`config.mk`:
```
export PLATFORM = sky130hd
export DESIGN_NAME = uart_wb_master_flat
export DESIGN_NICKNAME = d
export VERILOG_FILES = /design/src/rtl/uart_wb_pkg.sv /design/src/rtl/uart_wb_master_if.sv /design/src/rtl/uart_wb_tx_ser.sv /design/src/rtl/uart_wb_master.sv /design/src/flat_wrapper.sv
export SDC_FILE = /design/constraint.sdc
export NUM_CORES = 1
export LEC_CHECK = 0
export ABC_AREA = 1
export CAP_MARGIN = 30
export CORE_AREA = 2 2 97 99
export DETAILED_ROUTE_END_ITERATION = 10
export DIE_AREA = 0 0 99 101
export GPL_ROUTABILITY_DRIVEN = 0
export GPL_TIMING_DRIVEN = 0
export PLACE_DENSITY = 0.68
export SLEW_MARGIN = 20
export SYNTH_ARGS = -nofsm -noshare
export SYNTH_HDL_FRONTEND = slang
export SYNTH_SLANG_ARGS = --single-unit
export TNS_END_PERCENT = 1
```
`constraint.sdc`:
```
create_clock -name CLK -period 1.84 [get_ports CLK]
set_input_delay 0.276 -clock CLK [delete_from_list [all_inputs] [get_ports CLK]]
set_output_delay 0.276 -clock CLK [all_outputs]
set_load 0.02 [all_outputs]
```
`src/rtl/uart_wb_pkg.sv`:
```
// Shared types and constants for the UART-to-Wishbone bridge.
//   state_t    : bridge FSM states
//   RSP_ACK    : status byte returned after a successful write
//   RSP_ERR    : status byte returned after a bus timeout
//   CMD_WR_BIT : bit of the command byte that selects write
//   cnt_width  : bits needed to hold a count from 0 to n inclusive
package uart_wb_pkg;

    typedef enum logic [2:0] {
        IDLE,
        ADDR,
        WDATA,
        BUS,
        RESP
    } state_t;

    localparam logic [7:0] RSP_ACK    = 8'hA5;
    localparam logic [7:0] RSP_ERR    = 8'hEE;
    localparam int         CMD_WR_BIT = 7;

    function automatic int cnt_width(input int n);
        return (n < 2) ? 1 : $clog2(n + 1);
    endfunction

endpackage

```
`src/rtl/uart_wb_master_if.sv`:
```
// Classic Wishbone single-master bus bundle.
//   master modport : drives adr/dat_o/we/cyc/stb, samples dat_i/ack
//   slave modport  : the mirror image
interface uart_wb_master_if #(
    parameter int ADDR_W = 16,
    parameter int DATA_W = 16
);
    logic [ADDR_W-1:0] wb_adr_o;
    logic [DATA_W-1:0] wb_dat_o;
    logic [DATA_W-1:0] wb_dat_i;
    logic              wb_we_o;
    logic              wb_cyc_o;
    logic              wb_stb_o;
    logic              wb_ack_i;

    modport master (
        output wb_adr_o, wb_dat_o, wb_we_o, wb_cyc_o, wb_stb_o,
        input  wb_dat_i, wb_ack_i
    );

    modport slave (
        input  wb_adr_o, wb_dat_o, wb_we_o, wb_cyc_o, wb_stb_o,
        output wb_dat_i, wb_ack_i
    );
endinterface

```
`src/rtl/uart_wb_tx_ser.sv`:
```
// Response serializer: loads a DATA_W word and a byte count, then hands the
// bytes to the UART transmitter MSB first.
//   CLK, RESET_N : clock, synchronous active-low reset
//   start        : load word/count (only asserted while idle)
//   word, count  : response payload, left-aligned, and its byte count
//   tx_data      : byte presented to the transmitter
//   tx_load      : one-cycle load strobe
//   tx_busy      : transmitter busy
//   last         : tx_load of the final byte
module uart_wb_tx_ser #(
    parameter int DATA_W = 16,
    parameter int CW     = 2
) (
    input  logic              CLK,
    input  logic              RESET_N,
    input  logic              start,
    input  logic [DATA_W-1:0] word,
    input  logic [CW-1:0]     count,
    output logic [7:0]        tx_data,
    output logic              tx_load,
    input  logic              tx_busy,
    output logic              last
);
    logic [DATA_W-1:0] sr_reg;
    logic [CW-1:0]     cnt_reg;
    logic              load_prev_reg;

    // The transmitter raises tx_busy a cycle after a load, so a load is never
    // issued on the cycle right after another one.
    assign tx_load = (cnt_reg != '0) && !tx_busy && !load_prev_reg;
    assign tx_data = sr_reg[DATA_W-1 -: 8];
    assign last    = tx_load && (cnt_reg == CW'(1));

    always_ff @(posedge CLK) begin
        if (!RESET_N) begin
            sr_reg        <= '0;
            cnt_reg       <= '0;
            load_prev_reg <= 1'b0;
        end else begin
            load_prev_reg <= tx_load;
            if (start) begin
                sr_reg  <= word;
                cnt_reg <= count;
            end else if (tx_load) begin
                sr_reg  <= sr_reg << 8;
                cnt_reg <= cnt_reg - CW'(1);
            end
        end
    end
endmodule

```
`src/rtl/uart_wb_master.sv`:
```
// UART-to-Wishbone bus master. Parses CMD + address (+ data for writes)
// frames arriving byte by byte, runs one classic Wishbone cycle with a
// timeout and returns read data or a status byte through the transmitter.
//   CLK, RESET_N       : clock, synchronous active-low reset
//   rx_data, rx_valid  : received byte and its one-cycle strobe
//   tx_data, tx_load   : byte to send and its one-cycle load strobe
//   tx_busy            : transmitter busy
//   wb                 : Wishbone master port
//   busy               : high whenever the FSM is not idle
//   rx_drop            : sticky, a byte arrived during BUS or RESP
// Optional build macro UART_WB_RX_GAP_EN: abort a partial frame after RX_GAP
// idle cycles between bytes.
module uart_wb_master
    import uart_wb_pkg::*;
#(
    parameter int ADDR_W      = 16,
    parameter int DATA_W      = 16,
    parameter int BUS_TIMEOUT = 255,
    parameter int RX_GAP      = 100000
) (
    input  logic                 CLK,
    input  logic                 RESET_N,
    input  logic [7:0]           rx_data,
    input  logic                 rx_valid,
    output logic [7:0]           tx_data,
    output logic                 tx_load,
    input  logic                 tx_busy,
    uart_wb_master_if.master     wb,
    output logic                 busy,
    output logic                 rx_drop
);
    localparam int NA = ADDR_W / 8;
    localparam int ND = DATA_W / 8;
    localparam int BW = cnt_width((NA > ND) ? NA : ND);
    localparam int CW = cnt_width(ND);

    state_t            state_reg, state_next;
    logic [BW-1:0]     byte_cnt_reg;
    logic [15:0]       to_cnt_reg;
    logic              we_reg;
    logic [ADDR_W-1:0] adr_reg;
    logic [DATA_W-1:0] dat_reg;
    logic              rx_drop_reg;

    logic              last_addr, last_data, timeout, bus_done, ser_last, gap_hit;
    logic [DATA_W-1:0] rsp_word;
    logic [CW-1:0]     rsp_count;
    logic [ADDR_W+7:0] adr_shift;
    logic [DATA_W+7:0] dat_shift;

    assign last_addr = (byte_cnt_reg == BW'(NA - 1));
    assign last_data = (byte_cnt_reg == BW'(ND - 1));
    assign adr_shift = {adr_reg, rx_data};
    assign dat_shift = {dat_reg, rx_data};

    // An ACK on the timeout cycle takes precedence over the timeout.
    assign timeout  = !wb.wb_ack_i && (to_cnt_reg == 16'(BUS_TIMEOUT - 1));
    assign bus_done = (state_reg == BUS) && (wb.wb_ack_i || timeout);

    // Responses are left-aligned so the serializer always starts at the MSB.
    always_comb begin
        rsp_word  = DATA_W'(RSP_ERR) << (DATA_W - 8);
        rsp_count = CW'(1);
        if (wb.wb_ack_i) begin
            if (we_reg) begin
                rsp_word = DATA_W'(RSP_ACK) << (DATA_W - 8);
            end else begin
                rsp_word  = wb.wb_dat_i;
                rsp_count = CW'(ND);
            end
        end
    end

`ifdef UART_WB_RX_GAP_EN
    logic [31:0] gap_cnt_reg;
    logic        in_frame;

    assign in_frame = (state_reg == ADDR) || (state_reg == WDATA);
    assign gap_hit  = in_frame && !rx_valid && (gap_cnt_reg == 32'(RX_GAP - 1));

    always_ff @(posedge CLK) begin
        if (!RESET_N) begin
            gap_cnt_reg <= '0;
        end else if (in_frame && !rx_valid && !gap_hit) begin
            gap_cnt_reg <= gap_cnt_reg + 32'd1;
        end else begin
            gap_cnt_reg <= '0;
        end
    end
`else
    // Feature compiled out: constant-false expression keeps RX_GAP referenced.
    assign gap_hit = (RX_GAP < 0);
`endif

    // State register
    always_ff @(posedge CLK) begin
        if (!RESET_N) begin
            state_reg <= IDLE;
        end else begin
            state_reg <= state_next;
        end
    end

    // Next-state logic
    always_comb begin
        state_next = state_reg;
        case (state_reg)
            IDLE:    if (rx_valid) state_next = ADDR;
            ADDR: begin
                if (rx_valid && last_addr) state_next = we_reg ? WDATA : BUS;
                else if (gap_hit)          state_next = IDLE;
            end
            WDATA: begin
                if (rx_valid && last_data) state_next = BUS;
                else if (gap_hit)          state_next = IDLE;
            end
            BUS:     if (bus_done) state_next = RESP;
            RESP:    if (ser_last) state_next = IDLE;
            default: state_next = IDLE;
        endcase
    end

    // Outputs decoded from the state register, so they are glitch-free and
    // change exactly on the edge that enters or leaves BUS.
    always_comb begin
        busy        = (state_reg != IDLE);
        wb.wb_cyc_o = (state_reg == BUS);
        wb.wb_stb_o = (state_reg == BUS);
        wb.wb_we_o  = (state_reg == BUS) && we_reg;
    end

    assign wb.wb_adr_o = adr_reg;
    assign wb.wb_dat_o = dat_reg;
    assign rx_drop     = rx_drop_reg;

    always_ff @(posedge CLK) begin
        if (!RESET_N) begin
            byte_cnt_reg <= '0;
            to_cnt_reg   <= '0;
            we_reg       <= 1'b0;
            adr_reg      <= '0;
            dat_reg      <= '0;
            rx_drop_reg  <= 1'b0;
        end else begin
            if (rx_valid && ((state_reg == BUS) || (state_reg == RESP))) begin
                rx_drop_reg <= 1'b1;
            end
            case (state_reg)
                IDLE: begin
                    byte_cnt_reg <= '0;
                    to_cnt_reg   <= '0;
                    if (rx_valid) we_reg <= rx_data[CMD_WR_BIT];
                end
                ADDR: begin
                    if (rx_valid) begin
                        adr_reg      <= adr_shift[ADDR_W-1:0];
                        byte_cnt_reg <= last_addr ? '0 : byte_cnt_reg + BW'(1);
                    end else if (gap_hit) begin
                        byte_cnt_reg <= '0;
                    end
                end
                WDATA: begin
                    if (rx_valid) begin
                        dat_reg      <= dat_shift[DATA_W-1:0];
                        byte_cnt_reg <= last_data ? '0 : byte_cnt_reg + BW'(1);
                    end else if (gap_hit) begin
                        byte_cnt_reg <= '0;
                    end
                end
                BUS:     to_cnt_reg <= bus_done ? '0 : to_cnt_reg + 16'd1;
                default: ;
            endcase
        end
    end

    uart_wb_tx_ser #(
        .DATA_W (DATA_W),
        .CW     (CW)
    ) u_tx_ser (
        .CLK     (CLK),
        .RESET_N (RESET_N),
        .start   (bus_done),
        .word    (rsp_word),
        .count   (rsp_count),
        .tx_data (tx_data),
        .tx_load (tx_load),
        .tx_busy (tx_busy),
        .last    (ser_last)
    );
endmodule

```
`src/flat_wrapper.sv`:
```
// flat-port wrapper written by rule: the top's interface ports become plain ports
module uart_wb_master_flat import uart_wb_pkg::*;
#(
    parameter int ADDR_W      = 16,
    parameter int DATA_W      = 16,
    parameter int BUS_TIMEOUT = 255,
    parameter int RX_GAP      = 100000
)
  (CLK, RESET_N, rx_data, rx_valid, tx_data, tx_load, tx_busy, busy, rx_drop, wb_wb_adr_o, wb_wb_dat_o, wb_wb_we_o, wb_wb_cyc_o, wb_wb_stb_o, wb_wb_dat_i, wb_wb_ack_i);
  uart_wb_master_if #(.ADDR_W(ADDR_W), .DATA_W(DATA_W)) wb_i ();
  input  logic CLK;
  input  logic RESET_N;
  input  logic [7:0] rx_data;
  input  logic rx_valid;
  output logic [7:0] tx_data;
  output logic tx_load;
  input  logic tx_busy;
  output logic busy;
  output logic rx_drop;
  output wire logic [$bits(wb_i.wb_adr_o)-1:0] wb_wb_adr_o;
  output wire logic [$bits(wb_i.wb_dat_o)-1:0] wb_wb_dat_o;
  output wire logic [$bits(wb_i.wb_we_o)-1:0] wb_wb_we_o;
  output wire logic [$bits(wb_i.wb_cyc_o)-1:0] wb_wb_cyc_o;
  output wire logic [$bits(wb_i.wb_stb_o)-1:0] wb_wb_stb_o;
  input wire logic [$bits(wb_i.wb_dat_i)-1:0] wb_wb_dat_i;
  input wire logic [$bits(wb_i.wb_ack_i)-1:0] wb_wb_ack_i;
  assign wb_wb_adr_o = wb_i.wb_adr_o;
  assign wb_wb_dat_o = wb_i.wb_dat_o;
  assign wb_wb_we_o = wb_i.wb_we_o;
  assign wb_wb_cyc_o = wb_i.wb_cyc_o;
  assign wb_wb_stb_o = wb_i.wb_stb_o;
  assign wb_i.wb_dat_i = wb_wb_dat_i;
  assign wb_i.wb_ack_i = wb_wb_ack_i;
  uart_wb_master #(.ADDR_W(ADDR_W), .DATA_W(DATA_W), .BUS_TIMEOUT(BUS_TIMEOUT), .RX_GAP(RX_GAP)) u_core (.CLK(CLK), .RESET_N(RESET_N), .rx_data(rx_data), .rx_valid(rx_valid), .tx_data(tx_data), .tx_load(tx_load), .tx_busy(tx_busy), .wb(wb_i), .busy(busy), .rx_drop(rx_drop));
endmodule
```
==> reports/qor.yml <==
route:
  drt_iter0_markers: 121
  routedWlPerCell_um: 13.0
  firstDrtPassIters: 4
  vias: 3332
  finalWirelength_mm: 8.88
  drc: 0
  drtAntennaViolNets: 0
  routed_via_density: 4.89
grt:
  grt_max_degree: 14
  grt_usage: 0.181
  grt_busiest_layer: "met2"
  grt_util_met3: 0.0555
  grt_pass1_wl_mm: 14.6
  overflow: 0
  antenna_found_initial: 0
  grt_pass1_vias: 3231
  use_met2: 0.305
  grt_util_met1: 0.220
logic_synthesis:
  yosys_warnings: 0
  synth_ff_type: "dfxtp_1"
  synth_cell_types: 38
  synth-seq-cells: 74
  syn_avg_cell_area_um2: 7.32
  async_reset_ff_frac: 0
  synth_nets: 509
  synth-edff-count: 0
  ys_seq_area_frac: 0.425
  syn_inst: 476
  syn_area_um2: 3480
clock_network:
  cts_buffer_depth: 2
  ctsHoldBuffers: 0
  htreeDepth: 3
  cts-buffers-inserted: 9
  clockRootBuffer: "clkbuf_8"
  clk_pin_slew_ns: 0.08
  insertion_delay_ns: 0.34
  cts.sinks: 74
  cts_tree: "built"
finish:
  final_util: 0.512
  fillers: 858
  nNetsFinal: 598
  stdcell_count: 681
  syn_to_final_growth_pct: 32.0
  drive_gt1_frac: 0.140
  diodes: 0
floorplan:
  core_region_area_um2: 8980
  num_rows: 35
  start_util: 0.388
  io_pins: 75
  dieArea_um2: 10000
  die_h_um: 101
  die_width_um: 99
placed_design:
  place_ws_ns: -0.158
  place.detailed.hpwl_mm: 6.50
  dp.cells: 661
  portBuffers: 74
sta:
  timing.final.ws_setup_ns: 0.0967
  period_minus_slack_ns: 1.74
  finalCritPeriodShare: 0.947
  timing.fmax_mhz: 574
  drv_slew: 0
  setup_viol: 0
  rsz0062_at_grt: "no"
  worstMarginPinSlew_ns: 0.564
  clock_skew_ns: 0.0110
  slew_headroom: 0.624
  finalHoldViolations: 0
critical_path:
  critical_path_peak_fanout: 6
  cp-start-kind: "register"
  crit_arrival_ns: 1.47
  max_stage_delay_ns: 0.36
  reg2reg_slack_ns: 0.12
  path_buf_inv: 3
  path_cells: "inv_1 > ha_1 > nor2_1 > nand2_1 > clkinvlp_4 > buf_2"
  cp-end-kind: "output port"
  slowest_stage: "dfxtp_2"
  critPathTopFamily: "buffers and inverters"
  cp.required_ns: 1.56
  critPathKind: "register to output port"
power_and_ir_drop:
  peakVddDrop_mv: 0.628
  p_leak_nw: 1.80
  power_density_nw_per_um2: 1210
outcome:
  status: "completed"
run:
  max-cap-violations: 0
worst_hold_path:
  hold_class: "register to register"
[worst min-delay path, stage by stage (launching register included)]
cell and delay [ns]:
dfxtp_1 0.30, inv_1 0.06, nor2_1 0.04
[where the power goes]
group          switching [mW]  internal (mW)  total, mW
combinational            1.32          0.902       2.23
clock                   0.629          0.669       1.30
sequential              0.183           1.86       2.04
[cell type report]
type,count,area (um^2),share of cell area
flip-flops and latches,74,1480,0.323
repair buffers,78,764,0.166
well taps,111,139,0.0302
inverters,54,211,0.0460
clock inverters,5,61.3,0.0133
multi-input cells,322,1630,0.354
clock buffers,11,141,0.0307
plain buffers,26,169,0.0367
[cell usage after synthesis, types with 3 or more instances]
library cell / instances / share of area
nor2_4: 4 / 0.013
inv_1: 44 / 0.047
nor2_1: 72 / 0.078
clkbuf_1: 9 / 0.0097
xor2_1: 4 / 0.010
ha_1: 4 / 0.014
a21oi_1: 47 / 0.068
nand2_2: 7 / 0.013
nor3_2: 3 / 0.0086
dfxtp_1: 74 / 0.43
inv_2: 8 / 0.0086
buf_4: 10 / 0.022
o21ai_0: 40 / 0.057
nand2_1: 77 / 0.083
nand2_4: 3 / 0.0097
nand4_1: 3 / 0.0054
nand3_1: 37 / 0.053
buf_6: 4 / 0.013
[layout by cell type (no fill, tap or decap), types with 2 or more instances in the layout]
master	instances
clkbuf_8	10
nand4_1	3
inv_2	8
buf_4	15
nand3_1	37
nand3_2	2
clkdlybuf4s15_2	2
nor2_1	72
nand2_4	3
buf_2	2
o21ai_0	40
a21oi_1	47
or2_0	2
clkinvlp_4	4
clkdlybuf4s50_1	69
and3_1	2
nor3_2	3
ha_1	4
nand2_2	7
inv_1	44
dfxtp_1	72
buf_6	4
dfxtp_2	2
a21oi_2	2
clkbuf_1	9
nand2_8	2
nor2_2	2
clkbuf_2	2
nand2_1	77
nor2_4	4
xor2_1	4
[final timing paths]
check                                   from                   endpoint  cells after the start
setup / recovery  u_core.u_tx_ser.cnt_reg[0]                    tx_load                      6
hold / removal        u_core.byte_cnt_reg[1]     u_core.byte_cnt_reg[1]                      2
setup reg to reg  u_core.u_tx_ser.cnt_reg[0]  u_core.u_tx_ser.sr_reg[8]                      8
hold reg to reg       u_core.byte_cnt_reg[1]     u_core.byte_cnt_reg[1]                      2
[logic make-up (layout without fill, tap and decap cells)]
kind of cell,after synthesis,in the layout,synth area share
flops,74,74,0.425
buf+inv,80,174,0.108
fa+ha+maj,4,4,0.0144
simple gates,223,223,0.308
xor+xnor,4,4,0.0101
compound gates,91,91,0.134
[stage by stage]
step / total power, mW / setup TNS (ns) / hold WS, ns / area (um^2)
finish: 5.56 / 0 / 0.442 / 4600
global route: 5.92 / 0 / 0.469 / 4600
CTS: 5.55 / -0.0897 / 0.446 / 4570
detailed placement: 4.26 / -0.375 / 0.434 / 4360
global placement: 4.21 / -0.288 / 0.427 / 4360
floorplan: 3.46 / 0 / 0.415 / 3480
[layer usage]
layer	vias to the layer above	part of all wire
met5	-	0
met4	0	0.016
met3	13	0.067
met2	84	0.48
met1	1538	0.43
li1	1697	-
[timing repair]
action | CTS | global route
endpoints found under the setup margin | 5 | 6
gates cloned | 0 | 0
buffers inserted | 0 | 4
gates resized for setup | 12 | 6
Note: power is estimated with default switching activity, not from simulation.
